<file path="src/rtl/regfile_wb_arbiter.sv">
// Round-robin arbiter sharing the register file write port among NREQ writeback sources, plus RAW hazard flags.
// Latency: a request sampled at edge N gives registered ack/wr_en/addr_d/data_in during N..N+1 (regfile commits at negedge).
// Backpressure: hold=1 freezes grants; requesters keep req/addr/data stable until acked.
module regfile_wb_arbiter #(
    parameter int NREQ = 3,
    parameter int DW   = 8,
    parameter int AW   = 3
) (
    input  logic                 clk,
    input  logic                 rst,
    input  logic [NREQ-1:0]      req,
    input  logic [NREQ*AW-1:0]   req_addr,
    input  logic [NREQ*DW-1:0]   req_data,
    output logic [NREQ-1:0]      ack,
    input  logic                 hold,
    output logic                 wr_en,
    output logic [AW-1:0]        addr_d,
    output logic [DW-1:0]        data_in,
    input  logic [AW-1:0]        chk_addr_a,
    input  logic [AW-1:0]        chk_addr_b,
    output logic                 hazard_a,
    output logic                 hazard_b,
    output logic [(1<<AW)-1:0]   pending
);

    localparam int PW = (NREQ > 1) ? $clog2(NREQ) : 1;

    logic [PW-1:0]   ptr;
    logic            grant_vld;
    logic [PW-1:0]   grant_idx;
    logic [AW-1:0]   grant_addr;
    logic [DW-1:0]   grant_data;
    logic [NREQ-1:0] ack_nxt;
    int              cand;

    // Scan starts just after the last winner, so that winner is considered last.
    always_comb begin
        grant_vld  = 1'b0;
        grant_idx  = ptr;
        grant_addr = '0;
        grant_data = '0;
        ack_nxt    = '0;
        cand       = 0;
        if (!hold) begin
            for (int k = 1; k <= NREQ; k++) begin
                cand = (int'(ptr) + k) % NREQ;
                if (!grant_vld && req[cand]) begin
                    grant_vld     = 1'b1;
                    grant_idx     = PW'(cand);
                    grant_addr    = req_addr[cand*AW +: AW];
                    grant_data    = req_data[cand*DW +: DW];
                    ack_nxt[cand] = 1'b1;
                end
            end
        end
    end

    always_ff @(posedge clk or posedge rst) begin
        if (rst) begin
            ptr     <= PW'(NREQ - 1);
            ack     <= '0;
            wr_en   <= 1'b0;
            addr_d  <= '0;
            data_in <= '0;
        end else if (grant_vld) begin
            ptr     <= grant_idx;
            ack     <= ack_nxt;
            addr_d  <= grant_addr;
            data_in <= grant_data;
            // r0 is hardwired zero: the grant is acked but the write is dropped.
            wr_en   <= (grant_addr != '0);
        end else begin
            ack     <= '0;
            wr_en   <= 1'b0;
        end
    end

    // A request whose ack is high this cycle is already covered by wr_en/addr_d.
    always_comb begin
        pending = '0;
        for (int i = 0; i < NREQ; i++) begin
            if (req[i] && !ack[i])
                pending[req_addr[i*AW +: AW]] = 1'b1;
        end
        if (wr_en)
            pending[addr_d] = 1'b1;
        pending[0] = 1'b0;
    end

    assign hazard_a = pending[chk_addr_a];
    assign hazard_b = pending[chk_addr_b];

endmodule

</file>
<file path="config.mk">
export PLATFORM = sky130hd
export DESIGN_NAME = regfile_wb_arbiter
export DESIGN_NICKNAME = d
export VERILOG_FILES = /design/src/rtl/regfile_wb_arbiter.sv
export SDC_FILE = /design/constraint.sdc
export NUM_CORES = 1
export LEC_CHECK = 0
export CAP_MARGIN = 20
export CORE_MARGIN = 2
export CORE_UTILIZATION = 53
export DETAILED_ROUTE_END_ITERATION = 8
export PLACE_DENSITY = 0.94
export SLEW_MARGIN = 20
export SYNTH_ARGS = -nofsm -noshare
export SYNTH_HDL_FRONTEND = slang
export SYNTH_SLANG_ARGS = --single-unit
</file>
<file path="constraint.sdc">
create_clock -name clk -period 4.4 [get_ports clk]
set_input_delay 0.88 -clock clk [delete_from_list [all_inputs] [get_ports clk]]
set_output_delay 0.88 -clock clk [all_outputs]
set_load 0.02 [all_outputs]
</file>
==> implementation parameters <==
Parameter                              Value

Finish
  Layout overhead on the synthesized area    22.3%
  Nets    560
  Multi-input logic area    2610 um2
  Footprint of the flip-flops and latches    427 um2
  Final-layout fill cell count    490
  Final design instance area without fill    4060 um2
  Post-Layout Cell Count    564
  Layout cells sized above 1    0.108
  Inserted Diodes    0

Drt
  Remaining antenna violation count after routing    0
  Routed WL    9730 um
  Total number of vias    3,671
  Iteration count of the initial detailed-routing pass    5
  DRC errors left    0
  Via density per instance    6.51
  DR iter-0 viols    314
  Average wire length per cell after detail routing    17.2 um

Power
  Part of the total power dissipated in combinational logic    0.871
  Clk pwr share    0.035
  Leak    0.00169 uW
  Overall power after layout    3180 uW
  Power per cell area    784 nW/um2
  Total net switching power    1730 uW
  Share of power burned in registers    0.094
  Switching share of power    0.543
  Peak supply drop    0.423 mV
  Internal power summed over all cells    1460 uW

Synthesis
  Library cell with the largest summed area after synthesis    dfrtp_1
  Synthesized netlist net count    503
  Most used flip-flop cell after synthesis    dfrtp_1
  Area fraction of the dominant cell type after synthesis    0.121
  Syn avg cell area    7.67 um2
  Synthesis-stage register bit count    17
  Synth cell types    69
  Gate count of the mapped netlist    433
  Number of flops mapped to enable cells by yosys    0
  Ys async rst share    1.00
  Count of synthesis-stage warnings from yosys    0
  Leading cell type by number of instances after synthesis    nor2_1
  Area of the mapped netlist    3320 um2
  Most frequent cells after synthesis    58 x nor2_1, 56 x a21oi_1, 37 x nand2_1, 25 x mux2i_1, 23 x inv_1
  Biggest area contributors in the synthesized netlist    dfrtp_1 12%, a21oi_1 8.4%, ha_1 8.3%, mux2i_1 7.5%, mux4_2 7.5%
  Register area share after synthesis    0.129

STA
  Setup TNS    0 ns
  Share of the clock period used by the worst path after layout    0.959
  Endpoints failing hold    0
  Max Clk Rate    0.237 GHz
  Slew HR    0.579
  Post-route clock skew    0.00165 ns
  Final count of pins violating max slew    0
  Minimum clock period after layout    4.22 ns
  Setup repair after global routing missed its margin    no
  Least-Margin Pin Slew    0.630 ns
  Setup violation total in the final timing report    0
  Final Hold Slack    0.536 ns

Global route
  Total congestion overflow after global routing    0
  Vias in the first global route    3,549
  Pin count of the biggest net entering global routing    52
  Initial antenna violation count    0
  First-pass GRT wire length    16,600 um
  Overall fraction of global-route tracks in use    0.282

Min path
  Number of stages on the worst hold path    2
  Path category of the worst min-delay check    flop to flop
  Critical hold path startpoint    data_in[0]

Clocking
  Maximum buffer depth of the clock tree    2
  Cell at the root of the clock tree    clkbuf_8
  Num CTS Buffers    3
  Clk_lat worst skew    0.24 ns
  Total clock sinks    17
  Clock Pin Slew Worst Setup and Hold Paths    0.06 ns
  # H-tree levels    1
  CTS tree    built
  Setup fix buffers added after clock tree synthesis    0

Critical path
  Crit path launch type    input port
  Setup crit start    req[0]
  Kind of end point of the critical path    output port
  Required time reported for the critical path endpoint    3.52 ns
  Critical path data arrival time    3.34 ns
  Reg2reg path depth    16
  Start of the worst register-to-register path    ptr[1]
  Kind of critical path    input port to output port
  Largest fanout on the critical path    7

Floorplan
  Std-Cell Rows    28
  Die height    83.1 um
  Initial standard-cell utilization of the core    0.554
  Core region area    5990 um2
  Count of pins on the block boundary    70
  Width of the chip    83.1 um
  Die area    6910 um2

Place
  RePlAce Congestion    0.936
  Placed cell count    560
  Post-placement cell area    4000 um2
  Count of input and output buffers    68
  Detailed Place HPWL    7530 um

Outcome
  Status    finished, final reports clean

Job
  Max capacitance violation total    0
==> placed cells by master, fill, tap and decap left out, types with 3 or more instances in the layout <==
cell,n
clkdlybuf4s50_1,66
nor2_1,58
a21oi_1,56
nand2_1,37
mux2i_1,25
inv_1,23
ha_1,20
dfrtp_1,16
nor2b_1,14
buf_4,14
nand2b_1,11
mux4_2,11
o22ai_1,10
o21ai_0,8
a2bb2oi_1,8
nand3_1,7
mux2_2,5
nand3b_1,5
nor3b_1,5
xor2_1,5
nor3_1,5
a311oi_1,4
a31oi_1,3
nand4_1,3
xnor2_1,3
nand4b_1,3
and3_1,3
fa_1,3
clkbuf_8,3
==> stage by stage <==
stage	setup slack [ns]	utilization
finish	0.182	0.678
global route	0.0149	0.678
CTS	0.0559	0.675
detailed placement	0.0494	0.668
global placement	0.185	0.668
floorplan	0.525	-
==> power by group through the flow <==
| stage | logic [uW] | registers [uW] | clock network [uW] |
|---|---|---|---|
| global placement | 2590 | 295 | 0 |
| floorplan | 2040 | 353 | 0 |
| CTS | 2730 | 297 | 115 |
| detailed placement | 2720 | 296 | 0 |
| finish | 2770 | 300 | 112 |
| global route | 3030 | 310 | 122 |
==> sequential cells by signal (all words and copies together), names as in the netlist <==
signal   count
wr_en        1
ack          3
addr_d       3
ptr          2
data_in      8
==> layout make-up <==
class | instances | area share
multi-input cells | 362 | 0.644
repair buffers | 82 | 0.195
flip-flops and latches | 17 | 0.105
well taps | 75 | 0.0231
inverters | 24 | 0.0222
clock buffers | 4 | 0.0111
==> what timing repair did <==
item                                    in CTS  in global routing
resized for setup                            0                  5
endpoints found under the setup margin       0                  2
hold buffers                                 0                  0
==> critical path: stages <==
cell             delay [ns]
clkdlybuf4s50_1        0.61
nand3b_1               0.19
o32ai_1                0.28
a311oi_1               0.13
mux4_2                 0.49
mux2i_1                0.15
clkdlybuf4s50_1        0.62
==> final timing paths <==
path,slack [ns],endpoint
min in group asynchronous,1.01,data_in[4]
max in group asynchronous,2.98,wr_en
setup / recovery,0.18,hazard_b
hold reg to reg,0.54,data_in[0]
setup reg to reg,0.45,wr_en
hold / removal,0.54,data_in[0]
==> per-layer routing <==
layer	vias up	global-route usage	share of wire	routed length (um)
li1	1680	-	-	-
met1	1671	0.352	0.38	3660
met2	283	0.493	0.49	4780
met3	37	0.0437	0.097	945
met4	0	0.0954	0.036	346
met5	-	0	0	0
==> logic make-up (layout without fill, tap and decap cells) <==
family | Yosys count | in the layout | synth area share
simple gates | 171 | 171 | 0.266
compound gates | 114 | 114 | 0.215
buf+inv | 54 | 110 | 0.0886
mux | 42 | 42 | 0.175
fa+ha+maj | 26 | 26 | 0.104
flops | 17 | 17 | 0.129
xor+xnor | 8 | 8 | 0.0211
other cells | 1 | 1 | 0.00113
No activity file was read; power rests on OpenSTA's default activity.
